$ cat src/rtl/bicubic_product_serializer.sv
// Rounds and clamps four signed fixed-point inner products into pixels, buffers
// up to two groups, and emits them one pixel per accepted beat (idx 0..3).
module bicubic_product_serializer #(
    parameter int PRODUCT_WIDTH = 32,
    parameter int FRAC_BITS     = 14,
    parameter int OUT_WIDTH     = 8
) (
    input  logic                            clk,
    input  logic                            rst,
    input  logic                            in_valid,
    output logic                            in_ready,
    input  logic signed [PRODUCT_WIDTH-1:0] inner_product1,
    input  logic signed [PRODUCT_WIDTH-1:0] inner_product2,
    input  logic signed [PRODUCT_WIDTH-1:0] inner_product3,
    input  logic signed [PRODUCT_WIDTH-1:0] inner_product4,
    output logic                            out_valid,
    input  logic                            out_ready,
    output logic [OUT_WIDTH-1:0]            out_pixel,
    output logic [1:0]                      out_idx,
    output logic                            out_last,
    output logic                            err_overflow
);

    typedef enum logic {IDLE = 1'b0, SEND = 1'b1} state_t;

    // Rounding runs one bit wider than the product so the most positive input cannot wrap.
    localparam logic signed [PRODUCT_WIDTH:0] C_ROUND =
        {{PRODUCT_WIDTH{1'b0}}, 1'b1} << (FRAC_BITS - 1);
    localparam logic signed [PRODUCT_WIDTH:0] C_MAX =
        {{(PRODUCT_WIDTH + 1 - OUT_WIDTH){1'b0}}, {OUT_WIDTH{1'b1}}};

    function automatic logic [OUT_WIDTH-1:0] f_convert(input logic signed [PRODUCT_WIDTH-1:0] i_p);
        logic signed [PRODUCT_WIDTH:0] w_sum;
        logic signed [PRODUCT_WIDTH:0] w_shift;
        w_sum   = $signed({i_p[PRODUCT_WIDTH-1], i_p}) + C_ROUND;
        w_shift = w_sum >>> FRAC_BITS;
        if (w_shift[PRODUCT_WIDTH])
            return '0;
        else if (w_shift > C_MAX)
            return {OUT_WIDTH{1'b1}};
        else
            return w_shift[OUT_WIDTH-1:0];
    endfunction

    state_t                 r_state;
    state_t                 w_state_nxt;
    logic [OUT_WIDTH-1:0]   r_mem [2][4];
    logic                   r_wr_ptr;
    logic                   r_rd_ptr;
    logic [1:0]             r_count;
    logic [1:0]             w_count_nxt;
    logic [1:0]             r_beat;
    logic                   r_in_ready;
    logic                   r_err;
    logic                   w_push;
    logic                   w_pop;
    logic                   w_beat_acc;
    logic signed [PRODUCT_WIDTH-1:0] w_prod [4];

    assign w_prod[0]  = inner_product1;
    assign w_prod[1]  = inner_product2;
    assign w_prod[2]  = inner_product3;
    assign w_prod[3]  = inner_product4;

    assign out_valid  = (r_state == SEND);
    assign w_push     = in_valid && r_in_ready;
    assign w_beat_acc = out_valid && out_ready;
    assign w_pop      = w_beat_acc && (r_beat == 2'd3);

    always_comb begin
        w_count_nxt = r_count;
        case ({w_push, w_pop})
            2'b10:   w_count_nxt = r_count + 2'd1;
            2'b01:   w_count_nxt = r_count - 2'd1;
            default: w_count_nxt = r_count;
        endcase
    end

    always_comb begin
        w_state_nxt = r_state;
        case (r_state)
            IDLE:    if (w_push) w_state_nxt = SEND;
            SEND:    if (w_pop && (w_count_nxt == 2'd0)) w_state_nxt = IDLE;
            default: w_state_nxt = IDLE;
        endcase
    end

    always_ff @(posedge clk or posedge rst) begin
        if (rst)
            r_state <= IDLE;
        else
            r_state <= w_state_nxt;
    end

    // NOTE: the pixel storage has no reset; its contents are never observed until a push fills it.
    always_ff @(posedge clk) begin
        if (w_push) begin
            for (int k = 0; k < 4; k++)
                r_mem[r_wr_ptr][k] <= f_convert(w_prod[k]);
        end
    end

    always_ff @(posedge clk or posedge rst) begin
        if (rst) begin
            r_wr_ptr   <= 1'b0;
            r_rd_ptr   <= 1'b0;
            r_count    <= 2'd0;
            r_beat     <= 2'd0;
            r_in_ready <= 1'b0;
            r_err      <= 1'b0;
        end else begin
            if (w_push)
                r_wr_ptr <= ~r_wr_ptr;
            if (w_pop) begin
                r_rd_ptr <= ~r_rd_ptr;
                r_beat   <= 2'd0;
            end else if (w_beat_acc) begin
                r_beat   <= r_beat + 2'd1;
            end
            r_count    <= w_count_nxt;
            r_in_ready <= (w_count_nxt < 2'd2);
            if (in_valid && !r_in_ready)
                r_err <= 1'b1;
        end
    end

    assign in_ready     = r_in_ready;
    assign err_overflow = r_err;
    assign out_pixel    = out_valid ? r_mem[r_rd_ptr][r_beat] : '0;
    assign out_idx      = out_valid ? r_beat : 2'd0;
    assign out_last     = out_valid && (r_beat == 2'd3);

endmodule

$ cat config.mk
export PLATFORM = sky130hd
export DESIGN_NAME = bicubic_product_serializer
export DESIGN_NICKNAME = d
export VERILOG_FILES = /design/src/rtl/bicubic_product_serializer.sv
export SDC_FILE = /design/constraint.sdc
export NUM_CORES = 1
export LEC_CHECK = 0
export CAP_MARGIN = 10
export CORE_ASPECT_RATIO = 1.5
export CORE_MARGIN = 2
export CORE_UTILIZATION = 50
export CTS_CLUSTER_DIAMETER = 50
export DETAILED_ROUTE_END_ITERATION = 7
export GPL_ROUTABILITY_DRIVEN = 0
export HOLD_SLACK_MARGIN = 0.1
export PLACE_DENSITY = 0.95
export SETUP_SLACK_MARGIN = 0.1
export SYNTH_ARGS = -nofsm -noshare
export SYNTH_HDL_FRONTEND = slang
export SYNTH_SLANG_ARGS = --single-unit
export TNS_END_PERCENT = 1
$ cat constraint.sdc
create_clock -name clk -period 4.6 [get_ports clk]
set_input_delay 0.69 -clock clk [delete_from_list [all_inputs] [get_ports clk]]
set_output_delay 0.69 -clock clk [all_outputs]
set_load 0.005 [all_outputs]
Word-level counts from Yosys, hierarchy flattened
Memories as Yosys holds them, arrays and structs flattened.
Cells that the tools add are included.
{"block": "totals", "latchBits": 0, "n_memories": 1, "wordCells": 61, "ramBits": 64, "output_inout_bits": 14, "romBits": 0, "ff_bits": 9}
{"name": "r_mem", "depth": 2, "word_bits": 32, "read_ports": 1, "rd_ports_with_merged_regs": 0, "write_ports": 1, "line": "47", "text": "logic [OUT_WIDTH-1:0] r_mem [2][4];"}
{"block": "op_classes", "n_eq_ne": 3, "mux": 24, "order_cmp": 6, "n_addsub": 7, "n_bitwise": 4, "n_reduce_logical": 9, "mul": 0, "n_div": 0, "shifts": 0}
{"cell": "32-bit by 15-bit adder with 33-bit output (second input constant)", "count": 4}
{"cell": "8-bit two-way mux", "count": 15}
{"cell": "19-bit by 9-bit > comparator with 1-bit output (second input constant)", "count": 4}
{"cell": "8-bit binary-select mux with 2-bit select", "count": 1}
{"cell": "1-bit logical AND", "count": 6}
{"cell": "2-bit two-way mux", "count": 3}
{"cell": "2-bit by 1-bit adder with 2-bit output (second input constant)", "count": 2}
{"cell": "2-bit equality test (second input constant)", "count": 2}
{"cell": "2-bit case mux with 2 select lines", "count": 1}
{"cell": "3-bit greater-or-equal comparator (second input constant)", "count": 1}
{"cell": "1-bit two-way mux", "count": 3}
{"cell": "1-bit NOT", "count": 3}
{"cell": "2-bit NOT with 3-bit output", "count": 1}
{"cell": "2-bit by 1-bit equality test with 1-bit output (second input constant)", "count": 1}
{"cell": "2-bit logical NOT", "count": 1}
{"cell": "2-bit < comparator (second input constant)", "count": 1}
{"cell": "1-bit case mux with 2 select lines", "count": 1}
{"cell": "2-bit nonzero test", "count": 1}
{"cell": "2-bit by 1-bit subtractor with 2-bit output (second input constant)", "count": 1}
{"cell": "1-bit logical NOT", "count": 1}

Longest topological paths before layout
{"block": "depth", "ltp_word": 8, "depth_mapped": 7, "mapped_depth_nobuf": 7}

Worst setup path after synthesis
Ideal clock, no wire load.
{"block": "synth_timing", "kind": "input to register", "start": "in inner_product1[17]", "end": "mem r_mem[0][24] in the netlist's numbering, data pin", "path_buffers": 0, "arrival_time_ps": 2528, "setup_ps": 285, "stages": 6, "t_required_ps": 4315, "slack_ps": 1788, "cell_sequence": "nand4_1 -> nor3_1 -> mux2_2 -> a221o_1 -> nor4b_2 -> a21oi_1"}
{"block": "synth_between", "elab_chain_len": 5}
{"element": "start, declared", "line": "12", "text": "input logic signed [PRODUCT_WIDTH-1:0] inner_product1,"}
{"element": "32-bit by 15-bit adder with 33-bit output (*)", "line": "35", "text": "w_sum = $signed({i_p[PRODUCT_WIDTH-1], i_p}) + C_ROUND;"}
{"element": "19-bit by 9-bit > comparator with 1-bit output", "line": "39", "text": "else if (w_shift > C_MAX)"}
{"element": "8-bit two-way mux", "line": "39"}
{"element": "8-bit two-way mux (*)", "line": "37", "text": "if (w_shift[PRODUCT_WIDTH])"}
{"element": "8-bit two-way mux (*)", "line": "97", "text": "if (w_push) begin"}
{"element": "end, declared", "line": "47"}
Every way passes the cells marked *; elsewhere a longest branch is shown, timed or not. The select of a mux whose other input is x is not followed.

Final worst setup path
{"block": "layout_timing", "start": "in inner_product1[17]", "end": "mem r_mem[1][28] in the netlist's numbering, data pin"}
Same word-level chain as after synthesis.

==> results.md <==
Route:
- The initial DRC count is 270.
- The routed wire length per instance is 16.85 µm.
- The length of routed met3 wiring is 446 µm.
- The routed wire length is 10.11 mm.
- For this run, design rule violations remaining after detail routing come to 0.
- The highest routed metal layer is met4.
- The count of nets left with antenna violations once routing finished came out at 0.
- The total via count after detailed routing is 3611.
- The detailed-route vias per instance is 6.018.
- The first TritonRoute pass finished after 5 iterations.
- The amount of wire on met2 after detailed routing is 5.509 mm.
- In the final routing, the length of wire on met1 measures 3.754 mm.

Timing:
- Headroom to the max-slew limit came out at 31.65%.
- The share of the cycle needed by the critical path after routing is 79.44%.
- Setup repair after global routing left no endpoint under its margin.
- The final number of hold-violating endpoints is 0.
- The fmax is 273.7 MHz.
- The time the final worst path needs with I/O delays and setup is 3.654 ns.
- Clock skew on the completed layout was measured at 0.005821 ns.
- The number of pins exceeding their max-slew limit in the final report was 0.
- The post-route setup TNS is 0 ns.
- Setup violations remaining at the end of the flow were counted as 0.
- At the pin with the least slew margin, the transition time is 1.025 ns.
- The worst setup margin is 0.9459 ns.
- The worst hold slack after final layout is 0.4683 ns.

Place:
- In this run the tool buffered the top-level ports with 93 buffer cells.
- Including well taps, the total number of placed cells is 584.
- The half-perimeter wire length after placement is 7.644 mm.
- The total placed instance area is 5465 µm².
- Before CTS, the worst setup slack after placement is 0.7066 ns.

Worst hold path:
- The startpoint of the lowest-slack hold path is err_overflow$_DFFE_PP0P_.
- The count of cells along the worst hold path is 1.
- The sink of the worst hold path is err_overflow$_DFFE_PP0P_.
- The path class of the tightest hold or removal check is register to register.

Worst setup path:
- The worst setup path is captured at a register.
- STA puts the critical path data arrival time at 3.67 ns.
- The slowest cell on the critical path is nor4b_2.
- Along the worst path, the maximum fanout reaches 8.
- The setup check on the worst reg-to-reg path leaves a slack of 2.31 ns.
- In this run the critical register-to-register path is captured at out_valid$_DFF_PP0_.
- The startpoint of the most critical register-to-register path is r_beat[0]$_DFFE_PP0P_.
- Data on the critical path is required at its endpoint by 4.61 ns.
- Traced cell by cell, the critical path runs through clkdlybuf4s50_1 > nand4_1 > nor3_1 > mux2_2 > a221o_1 > nor4b_2 > a21oi_1.
- The worst setup path is launched from an input port.
- The worst setup path is of the input port to register kind.
- Measured in cells, the most critical reg-to-reg path has a length of 7.
- The longest individual stage delay on the worst path is 0.69 ns.

Layout:
- The share of cells above drive strength 1 is 8.571%.
- The post-synthesis to final-layout area growth is 30.27%.
- The finished layout holds 600 standard cells, fillers aside.
- The final instance area is 5746 µm².
- The final layout contains 623 nets.
- The layout has 695 filler cells.
- Cells fill 65.86% of the core in the end.
- The repair_antennas step left the layout with diodes totalling 0.

Floorplanning:
- The die covers 9604 µm².
- The floorplan has 42 rows.
- The horizontal die dimension is 80.69 µm.
- For this configuration, the core starts out at a cell density of 50.56%.
- The I/O pin count is 146.
- The floorplan die height is 119.0 µm.
- The total core area is 8723 µm².

Synthesis:
- The Yosys step of the flow raised 0 warnings.
- The net count of the mapped netlist is 525.
- After synthesis, the mean cell area works out to 11.40 µm².
- The flip-flop and latch count after synthesis is 73.
- The most used flip-flop cell after synthesis is edfxtp_1.
- The sequential share of the synthesized area is 48.68%.
- The number of cells produced by synthesis is 387.
- The synthesized design contains 64 enable-type register cells.
- The combined area of all synthesized cells is 4410 µm².
- In the synthesized netlist the async set-or-reset flop fraction comes to 12.33%.
- The unique cell type count in the Yosys netlist is 53.

Clock network:
- Clock-pin slew was measured on the worst setup and hold paths at 0.05 ns.
- The number of gates resized after CTS was 0.
- The clock buffer count from CTS is 9.
- The buffer type at the clock tree root is clkbuf_16.
- In this run the number of H-tree levels came out at 3.
- The count of hold-fix buffers inserted at cts is 0.
- The worst-skew pair later-pin latency is 0.33 ns.
- The post-CTS setup buffer count is 0.
- The tree built by TritonCTS fans out to 73 sinks.
- The CTS tree is built.
- No sink is reached through more buffers than the 2 on the longest clock path.

Run:
- Across the run, the number of max-cap violations was 0.

Outcome:
- The flow ran to the end, and the final reports show no timing, DRC or antenna violations.

Global route:
- The number of global-route vias before repair is 3591.
- The total overflow reported by the global router is 0.
- The initial antenna violation count is 0.
- The first-pass GRT wire length is 16.30 mm.
- Global routing used 22.09% of the available tracks across all layers.
- Entering global routing, the biggest net connects 33 pins.

Pwr:
- IR analysis of the VDD net gives a maximum drop of 0.2768 mV.
- Summed over all cells, the static leakage comes to 1.984 nW.
- Overall power consumption after layout is estimated at 2.472 mW.
- The power density over the cells is 430.2 nW/µm².
## per-layer routing
metal,vias up,track usage (%)
li1,1713,-
met1,1740,24.05
met2,128,39.69
met3,30,4.167
met4,0,11.33
met5,-,0
## critical path: cells and delay by family
family | cells | cell delay, ns
simple gates | 3 | 1.51
buf+inv | 1 | 0.55
mux | 1 | 0.39
compound gates | 2 | 0.53
## cells in the mapped netlist (2+ instances only)
cell       number  area share, %
edfxtp_1       64             44
a21oi_1        40            4.5
xnor2_1        24            4.8
nand3_1        23            2.6
inv_1          18            1.5
nand2_1        18            1.5
nor2_1         18            1.5
and3_1         16            2.3
mux4_2         16            8.2
nand4_1        15            2.1
mux2i_1        13            3.0
xor2_1         13            2.6
o21ai_0        10            1.1
dfrtp_1         9            5.1
nor2b_1         9            1.3
nor3_1          9            1.0
and4_1          6            1.2
clkbuf_1        6           0.51
ha_1            6            1.7
nor4_1          6           0.85
a21boi_0        3           0.51
and2_1          3           0.43
o31ai_1         3           0.51
or3_1           3           0.43
a2111oi_0       2           0.40
a21o_1          2           0.34
a221o_1         2           0.45
a31oi_1         2           0.28
mux2_2          2           0.51
nor3b_1         2           0.34
o22ai_1         2           0.28
## kinds of logic after synthesis
group / count (synthesis) / synth area share, %
and+or+nand+nor: 139 / 17.82
AOI/OAI and AO/OA: 75 / 10.58
DFF: 73 / 48.68
xor gates and xnor gates: 37 / 7.347
muxes: 31 / 11.63
buffers and inverters: 26 / 2.241
adders and majority gates: 6 / 1.702
## where the power goes
group	internal [mW]	switching [mW]	total (mW)
combinational	0.482	0.312	0.794
sequential	0.879	0.139	1.02
clock	0.416	0.244	0.660
## how the worst max path moves through the flow
stage | from | end | slack (ns) | depth (start not counted)
global route | inner_product1[17] | r_mem[1][31]$_DFFE_PP_ | 0.79 | 7
CTS | inner_product1[17] | r_mem[1][28]$_DFFE_PP_ | 1.04 | 7
floorplan | inner_product1[17] | r_mem[0][24]$_DFFE_PP_ | 1.79 | 6
global placement | inner_product1[17] | r_mem[1][28]$_DFFE_PP_ | 0.90 | 7
detailed placement | inner_product1[17] | r_mem[0][31]$_DFFE_PP_ | 0.71 | 7
finish | inner_product1[17] | r_mem[1][28]$_DFFE_PP_ | 0.95 | 7
## cells in the final DEF (no fill, tap or decap), types with 6 or more instances in the layout
cell / instances
a21oi_1: 40
and3_1: 16
and4_1: 6
clkbuf_16: 9
clkdlybuf4s50_1: 93
dfrtp_1: 9
edfxtp_1: 64
ha_1: 6
inv_1: 18
mux2i_1: 13
mux4_2: 16
nand2_1: 18
nand3_1: 23
nand4_1: 15
nor2_1: 17
nor2b_1: 9
nor3_1: 9
nor4_1: 6
o21ai_0: 10
xnor2_1: 24
xor2_1: 13
## sequential cells by signal (all words and copies together) (netlist names)
| register | cells |
|---|---|
| in_ready | 1 |
| out_valid | 1 |
| r_mem | 64 |
| r_rd_ptr | 1 |
| err_overflow | 1 |
| r_count | 2 |
| r_beat | 2 |
| r_wr_ptr | 1 |
## layout make-up
class / count / area (µm²) / area share (%)
tap: 110 / 137.6 / 2.395
inverter: 18 / 67.56 / 1.176
clock buffer: 12 / 236.5 / 4.116
timing repair buffer: 95 / 945.9 / 16.46
clock inverter: 4 / 43.79 / 0.7622
sequential: 73 / 2147 / 37.37
multi-input combinational: 288 / 2167 / 37.72
Power figures use the tool's default switching activity.
